--- src/rtl/jedro_1_dmem_arbiter.sv ---
// rtl/jedro_1_dmem_arbiter.sv - two-master arbiter in front of a single data-RAM slave port
module jedro_1_dmem_arbiter #(
    parameter int DATA_WIDTH     = 32,
    parameter int TIMEOUT_CYCLES = 16,
    parameter int ARB_MODE       = 1
) (
    input  logic                    clk_i,
    input  logic                    rstn_i,
    input  logic [DATA_WIDTH-1:0]   m0_addr_i,
    input  logic [DATA_WIDTH/8-1:0] m0_we_i,
    input  logic [DATA_WIDTH-1:0]   m0_wdata_i,
    input  logic                    m0_stb_i,
    output logic [DATA_WIDTH-1:0]   m0_rdata_o,
    output logic                    m0_ack_o,
    output logic                    m0_err_o,
    input  logic [DATA_WIDTH-1:0]   m1_addr_i,
    input  logic [DATA_WIDTH/8-1:0] m1_we_i,
    input  logic [DATA_WIDTH-1:0]   m1_wdata_i,
    input  logic                    m1_stb_i,
    output logic [DATA_WIDTH-1:0]   m1_rdata_o,
    output logic                    m1_ack_o,
    output logic                    m1_err_o,
    output logic [DATA_WIDTH-1:0]   s_addr_o,
    output logic [DATA_WIDTH/8-1:0] s_we_o,
    output logic [DATA_WIDTH-1:0]   s_wdata_o,
    output logic                    s_stb_o,
    input  logic [DATA_WIDTH-1:0]   s_rdata_i,
    input  logic                    s_ack_i,
    input  logic                    s_err_i
);
    localparam int WE_W  = DATA_WIDTH / 8;
    localparam int CNT_W = $clog2(TIMEOUT_CYCLES + 1);
    localparam logic [CNT_W-1:0] CNT_MAX = CNT_W'(TIMEOUT_CYCLES);

    // GRANT is the single cycle s_stb_o is high; BUSY waits for the slave
    typedef enum logic [1:0] {
        IDLE  = 2'd0,
        GRANT = 2'd1,
        BUSY  = 2'd2
    } state_t;

    state_t state, state_n;

    logic [1:0]                 stb;
    logic [1:0][DATA_WIDTH-1:0] in_addr;
    logic [1:0][WE_W-1:0]       in_we;
    logic [1:0][DATA_WIDTH-1:0] in_wdata;

    logic [1:0]                 pend;
    logic [1:0][DATA_WIDTH-1:0] req_addr;
    logic [1:0][WE_W-1:0]       req_we;
    logic [1:0][DATA_WIDTH-1:0] req_wdata;

    logic [1:0] in_flight;
    logic [1:0] accept;
    logic [1:0] clr;
    logic [1:0] gnt_vec;

    logic             gnt;
    logic             last_grant;
    logic             winner;
    logic             launch;
    logic             done_ok;
    logic             done_err;
    logic [CNT_W-1:0] cnt;

    logic [DATA_WIDTH-1:0]      s_addr_q;
    logic [WE_W-1:0]            s_we_q;
    logic [DATA_WIDTH-1:0]      s_wdata_q;
    logic [1:0]                 ack_q;
    logic [1:0]                 err_q;
    logic [1:0][DATA_WIDTH-1:0] rdata_q;

    // a master may only hold one request: new strobes are dropped while pending or in flight
    always_comb begin
        stb       = {m1_stb_i, m0_stb_i};
        in_addr   = {m1_addr_i, m0_addr_i};
        in_we     = {m1_we_i, m0_we_i};
        in_wdata  = {m1_wdata_i, m0_wdata_i};
        gnt_vec   = gnt ? 2'b10 : 2'b01;
        in_flight = (state != IDLE) ? gnt_vec : 2'b00;
        accept    = stb & ~pend & ~in_flight;
        clr       = launch ? (winner ? 2'b10 : 2'b01) : 2'b00;
    end

    // state register
    always_ff @(posedge clk_i or negedge rstn_i) begin
        if (!rstn_i) begin
            state <= IDLE;
        end else begin
            state <= state_n;
        end
    end

    // arbitration and response decode; slave error outranks ack, both outrank the timeout
    always_comb begin
        state_n  = state;
        launch   = 1'b0;
        winner   = 1'b0;
        done_ok  = 1'b0;
        done_err = 1'b0;
        case (state)
            IDLE: begin
                if (|pend) begin
                    launch  = 1'b1;
                    state_n = GRANT;
                    if (pend == 2'b11) begin
                        winner = (ARB_MODE == 1) ? ~last_grant : 1'b0;
                    end else begin
                        winner = pend[1];
                    end
                end
            end
            GRANT, BUSY: begin
                if (s_err_i) begin
                    done_err = 1'b1;
                    state_n  = IDLE;
                end else if (s_ack_i) begin
                    done_ok = 1'b1;
                    state_n = IDLE;
                end else if (cnt == CNT_MAX) begin
                    done_err = 1'b1;
                    state_n  = IDLE;
                end else begin
                    state_n = BUSY;
                end
            end
            default: state_n = IDLE;
        endcase
    end

    // per-master request capture; pend is cleared when that master launches
    always_ff @(posedge clk_i or negedge rstn_i) begin
        if (!rstn_i) begin
            pend      <= '0;
            req_addr  <= '0;
            req_we    <= '0;
            req_wdata <= '0;
        end else begin
            pend <= (pend & ~clr) | accept;
            for (int i = 0; i < 2; i++) begin
                if (accept[i]) begin
                    req_addr[i]  <= in_addr[i];
                    req_we[i]    <= in_we[i];
                    req_wdata[i] <= in_wdata[i];
                end
            end
        end
    end

    // slave request launch, grant bookkeeping and response timeout counter
    always_ff @(posedge clk_i or negedge rstn_i) begin
        if (!rstn_i) begin
            gnt        <= 1'b0;
            last_grant <= 1'b1;
            cnt        <= '0;
            s_addr_q   <= '0;
            s_we_q     <= '0;
            s_wdata_q  <= '0;
        end else if (launch) begin
            gnt        <= winner;
            last_grant <= winner;
            cnt        <= '0;
            s_addr_q   <= req_addr[winner];
            s_we_q     <= req_we[winner];
            s_wdata_q  <= req_wdata[winner];
        end else if (state != IDLE && cnt != CNT_MAX) begin
            cnt <= cnt + 1'b1;
        end
    end

    // one-cycle response pulses steered to the granted master; rdata holds otherwise
    always_ff @(posedge clk_i or negedge rstn_i) begin
        if (!rstn_i) begin
            ack_q   <= '0;
            err_q   <= '0;
            rdata_q <= '0;
        end else begin
            ack_q <= '0;
            err_q <= '0;
            if (done_ok) begin
                ack_q        <= gnt_vec;
                rdata_q[gnt] <= s_rdata_i;
            end
            if (done_err) begin
                err_q <= gnt_vec;
                if (s_err_i) begin
                    rdata_q[gnt] <= '0;
                end
            end
        end
    end

    assign s_stb_o    = (state == GRANT);
    assign s_addr_o   = s_addr_q;
    assign s_we_o     = s_stb_o ? s_we_q : '0;
    assign s_wdata_o  = s_wdata_q;
    assign m0_ack_o   = ack_q[0];
    assign m0_err_o   = err_q[0];
    assign m0_rdata_o = rdata_q[0];
    assign m1_ack_o   = ack_q[1];
    assign m1_err_o   = err_q[1];
    assign m1_rdata_o = rdata_q[1];

endmodule
--- config.mk ---
export PLATFORM = sky130hd
export DESIGN_NAME = jedro_1_dmem_arbiter
export DESIGN_NICKNAME = d
export VERILOG_FILES = /design/src/rtl/jedro_1_dmem_arbiter.sv
export SDC_FILE = /design/constraint.sdc
export NUM_CORES = 1
export LEC_CHECK = 0
export CORE_MARGIN = 5
export CORE_UTILIZATION = 50
export DETAILED_ROUTE_END_ITERATION = 7
export GPL_ROUTABILITY_DRIVEN = 0
export PLACE_DENSITY = 0.81
export SLEW_MARGIN = 20
export SYNTH_ARGS = -nofsm -noshare
export SYNTH_HDL_FRONTEND = slang
export SYNTH_SLANG_ARGS = --single-unit
--- constraint.sdc ---
create_clock -name clk_i -period 3.4 [get_ports clk_i]
set_input_delay 0.85 -clock clk_i [delete_from_list [all_inputs] [get_ports clk_i]]
set_output_delay 0.85 -clock clk_i [all_outputs]
set_load 0.005 [all_outputs]
Word-level counts from Yosys, hierarchy flattened:

Cells that the tools add are included.

* flip-flop bits (word level): 283
* bits of input ports: 174
* output and inout port bits: 137
* logic and storage cells: 83

* $add $sub $neg: 1
* order comparisons: 3
* equality and inequality tests: 6
* multiplexer cells: 38
* bitwise logic cells: 10
* reductions and logical operators: 7

Operators with widths (count)
* $mux W64: 3
* $mux W32: 5
* $and A64 B64 Y64: 1
* $bwmux W64: 1
* $not A64 Y64: 1
* $demux W32 S1: 1
* $mux W2: 10
* $mux W1: 12
* $mux W4: 3
* $mux W5: 2
* $and A2 B2 Y2: 3
* $not A2 Y2: 3
* $add A5 B1 Y5 const B: 1
* $eq A5 B5 Y1 const B: 1
* $ne A5 B5 Y1 const B: 1
* $eq A2 B2 Y1 const B: 2
* $lt A1 B2 Y1 const B: 2
* $pmux W2 S2: 1
* $reduce_bool A2 Y1: 2
* $reduce_or A2 Y1: 2
* $eq A2 B1 Y1 const B: 1
* $logic_and A1 B1 Y1: 2
* $logic_not A2 Y1: 1
* $ne A2 B2 Y1 const B: 1
* other kinds (3): 3

Depth between registers and ports, before layout:

* word-level depth: 9
* mapped depth: 9
* mapped depth without buffers: 5

Least setup slack after synthesis:

OpenSTA, ideal clock, no wires.

* kind: input to register
* start point: input s_err_i
* end point: register rdata_q, in the netlist m0_rdata_o[20]
* setup time: 0.065 ns
* data arrival time: 1.841 ns
* required time: 3.335 ns
* slack: 1.494 ns
* stages on the path: 4
* buffers on the path: 2
* path through: clkbuf_1 > nor4bb_1 > clkbuf_1 > a22o_1

* longest elaborated chain between the ends: 6
* elaborated cells between the ends (all ways): 8
* classes of those cells: mux (7); bitwise (1)

Ends and longest elaborated chain
* start: declaration: line 29 `input logic s_err_i`
* $mux W1: line 115 `if (s_err_i) begin`
* $mux W1: line 102 `case (state)`
* $mux W64: line 181 `if (done_ok) begin`
* $and A64 B64 Y64 (no line)
* $mux W64: line 187 `if (s_err_i) begin`
* $mux W64 *: line 185 `if (done_err) begin`
* end signal: indexed assignment: line 183 `rdata_q[gnt] <= s_rdata_i;`
* end: declaration: line 72 `logic [1:0][DATA_WIDTH-1:0] rdata_q;`

Mark *: on every way between the ends. The rest lies on a longest branch, timed or not.
A chain may end at the register's enable or synchronous reset.

Final worst setup path:

* start point: register state[1]
* end point: output s_we_o[2]

* longest elaborated chain between the ends: 2

Ends and longest elaborated chain
* start: declaration: line 42 `state_t state, state_n;`
* start signal: assignment: line 91 `state <= state_n;`
* $eq A2 B1 Y1: line 194 `assign s_stb_o = (state == GRANT);`
* $mux W4: line 196 `assign s_we_o = s_stb_o ? s_we_q : '0;`
* end: declaration: line 24 `output logic [DATA_WIDTH/8-1:0] s_we_o,`

Every way passes these cells.

==> impl_metrics.env <==
export IMPL_syn_inst=897
export IMPL_reg2reg_slack_ps=910
export IMPL_initial_core_util=0.503
export IMPL_ys_seq_elements=283
export IMPL_final_antenna_net_count=0
export IMPL_worst_slew_margin_rel=0.509
export IMPL_synth_top_area_share=0.623
export IMPL_ys_types=38
export IMPL_yosys_warnings=0
export IMPL_cts_tree="done"
export IMPL_clkSinkCount=283
export IMPL_via_per_inst=5.67
export IMPL_synth_edf_count=0
export IMPL_leakage_nw=6.75
export IMPL_crit_path_max_fanout=5
export IMPL_powerDensity_nw_per_um2=992
export IMPL_antenna_found_initial=0
export IMPL_rr_startpoint="state[0]"
export IMPL_grt_max_degree=69
export IMPL_port_buffers=310
export IMPL_path_class="reg -> out"
export IMPL_r2r_end="req_wdata[55]"
export IMPL_insertion_delay_ps=530
export IMPL_period_minus_slack_ps=2950
export IMPL_drc_errors=0
export IMPL_layout_nets=1366
export IMPL_root_buffer="clkbuf_16"
export IMPL_setup_tns_ps=0
export IMPL_hold_viol_final=0
export IMPL_routed_wl_mm=31.2
export IMPL_synth_nets=1075
export IMPL_post_drt_wl_per_cell_microns=21.0
export IMPL_regArea_sq_um=7080
export IMPL_outcome="complete, no violations"
export IMPL_die_w_microns=160
export IMPL_ios=311
export IMPL_synth_flop_cell="dfrtp_1"
export IMPL_first_global_vias=8808
export IMPL_fin_cells=1489
export IMPL_critPathTopFamily="buffers and inverters"
export IMPL_async_reset_ff_frac=1.00
export IMPL_chipHeight_microns=160
export IMPL_drt_initial_drc_count=569
export IMPL_avgSynthCellArea_sq_um=12.6
export IMPL_numCtsBuffers=28
export IMPL_worst_path_max_delay_cell="clkdlybuf4s50_1"
export IMPL_cp_num_buf_inv=2
export IMPL_rows=55
export IMPL_syn_area_sq_um=11300
export IMPL_worst_setup_path_end_kind="output port"
export IMPL_postCtsSetupBuffers=0
export IMPL_vias=8450
export IMPL_max_stage_delay_ps=530
export IMPL_dp_cells=1443
export IMPL_dp_hpwl_mm=21.1
export IMPL_cp_required_ps=2550
export IMPL_area_growth_pct=38.5
export IMPL_tightest_slew_ps=736
export IMPL_core_sq_um=22500
export IMPL_grt_overflow_total=0
export IMPL_post_cts_resized=0
export IMPL_fmax_ghz=0.339
export IMPL_crit_path_cell_trace="inv_1, ha_1, and2_1, clkdlybuf4s50_1"
export IMPL_arrival_ps=2100
export IMPL_clkTransAtPathRegs_ps=60
export IMPL_hp_class="in -> async"
export IMPL_antenna_cells=0
export IMPL_drive_above_1_share=0.179
export IMPL_yosysTopAreaCell="dfrtp_1"
export IMPL_h_tree_depth=1
export IMPL_clock_skew_ps=7.70
export IMPL_dr_pass1_iters=5
export IMPL_finalSetupViolations=0
export IMPL_period_share=0.868
export IMPL_rsz0062_at_grt="false"
export IMPL_num_fill_cells=1545
export IMPL_cap_violations=0
export IMPL_seq_area_frac_synth=0.626
export IMPL_track_usage=0.236
export IMPL_die_area_sq_um=25800
export IMPL_clockBufferDepth=3
export IMPL_vdd_drop_max_mv=0.722
export IMPL_hold_buffers=0
export IMPL_slew_viol_final=0
export IMPL_synth_area_leaders="dfrtp_1 (62%), mux2_2 (12%), o21ai_0 (6.3%)"
export IMPL_cp_start_kind="register"
export IMPL_ff2ff_path_depth=6
export IMPL_grt_pass1_wl_mm=49.2
export IMPL_multi_input_area_sq_um=3940
## per-layer routing
layer | up-vias | track usage | share of wire
met3 | 68 | 0.0526 | 0.072
met2 | 359 | 0.393 | 0.49
met5 | - | 0 | 0
met4 | 0 | 0.0829 | 0.035
li1 | 3770 | - | -
met1 | 4253 | 0.308 | 0.40
## Yosys cell counts, types with 2 or more instances
cell and number:
clkbuf_2 3, nand4b_1 2, a22o_1 61, nor2_1 7, mux2i_1 2, xor2_1 2
dfrtp_1 282, mux2_4 20, and2_1 4, clkbuf_1 41, inv_1 7, buf_6 5
ha_1 4, a21oi_1 72, o21ai_0 142, nand2_1 80, nor4bb_1 2, o21ai_1 2
buf_2 21, mux2_2 117, a2bb2oi_1 4
## per-stage QoR
stage                     area (sq um)   util  hold slack [ps]  setup WS (ps)  total power [mW]
after floorplan                  11300      -              442           1490              9.41
after global placement           14800  0.656              462            756              12.2
after detailed placement         14800  0.656              470            725              12.5
after CTS                        15700  0.697              274            422              15.7
after global routing             15700  0.697              294            367              16.5
final                            15700  0.697              257            448              15.5
## logic make-up (layout without fill, tap and decap cells)
logic type,Yosys count,in the layout,synth area share
muxes,139,139,0.145
and+or+nand+nor,103,103,0.0404
buffers and inverters,78,385,0.0322
AOI/OAI and AO/OA,288,288,0.151
DFF,283,283,0.626
xor gates and xnor gates,2,2,0.00155
adders and majority gates,4,4,0.00442
## sequential cells by signal (all words and copies together) (netlist names), 4 cells and up
register / cells
m0_rdata_o: 32
req_addr: 64
m1_rdata_o: 32
s_we_q: 4
req_wdata: 64
s_addr_o: 32
req_we: 8
cnt: 5
s_wdata_o: 32
## worst max-delay path by stage
stage	start	to	slack, ps	depth (start not counted)
after CTS	state[1]	s_we_o[2]	420	4
final	state[1]	s_we_o[2]	450	4
after global routing	state[1]	s_we_o[1]	370	4
after floorplan	s_err_i	m0_rdata_o[20]	1490	4
after global placement	m1_stb_i	req_wdata[48]	760	4
after detailed placement	m1_stb_i	req_wdata[46]	720	4
## report_power, final
part	leakage, nW	total (mW)	internal (mW)	switching, mW
combinational	2.80	6.48	3.46	3.02
clock	0.453	3.05	1.82	1.23
sequential	3.49	6.02	5.04	0.981
## placed cells by master, fill, tap and decap left out, types with 7 or more instances in the layout
cell and n:
buf_12 7, dfrtp_1 282, o21ai_0 142, nor2_1 7
a22o_1 61, clkdlybuf4s50_1 309, clkbuf_16 29, inv_1 7
mux2_2 117, mux2_4 20, a21oi_1 72, nand2_1 80
buf_4 15
## layout make-up
cell class	count	share of cell area
tap	285	0.0227
clock inverter	7	0.00567
timing repair buffer	332	0.214
clock buffer	39	0.0525
sequential	283	0.452
inverter	7	0.00168
multi-input combinational	536	0.251
Note: power is estimated with default switching activity, not from simulation.
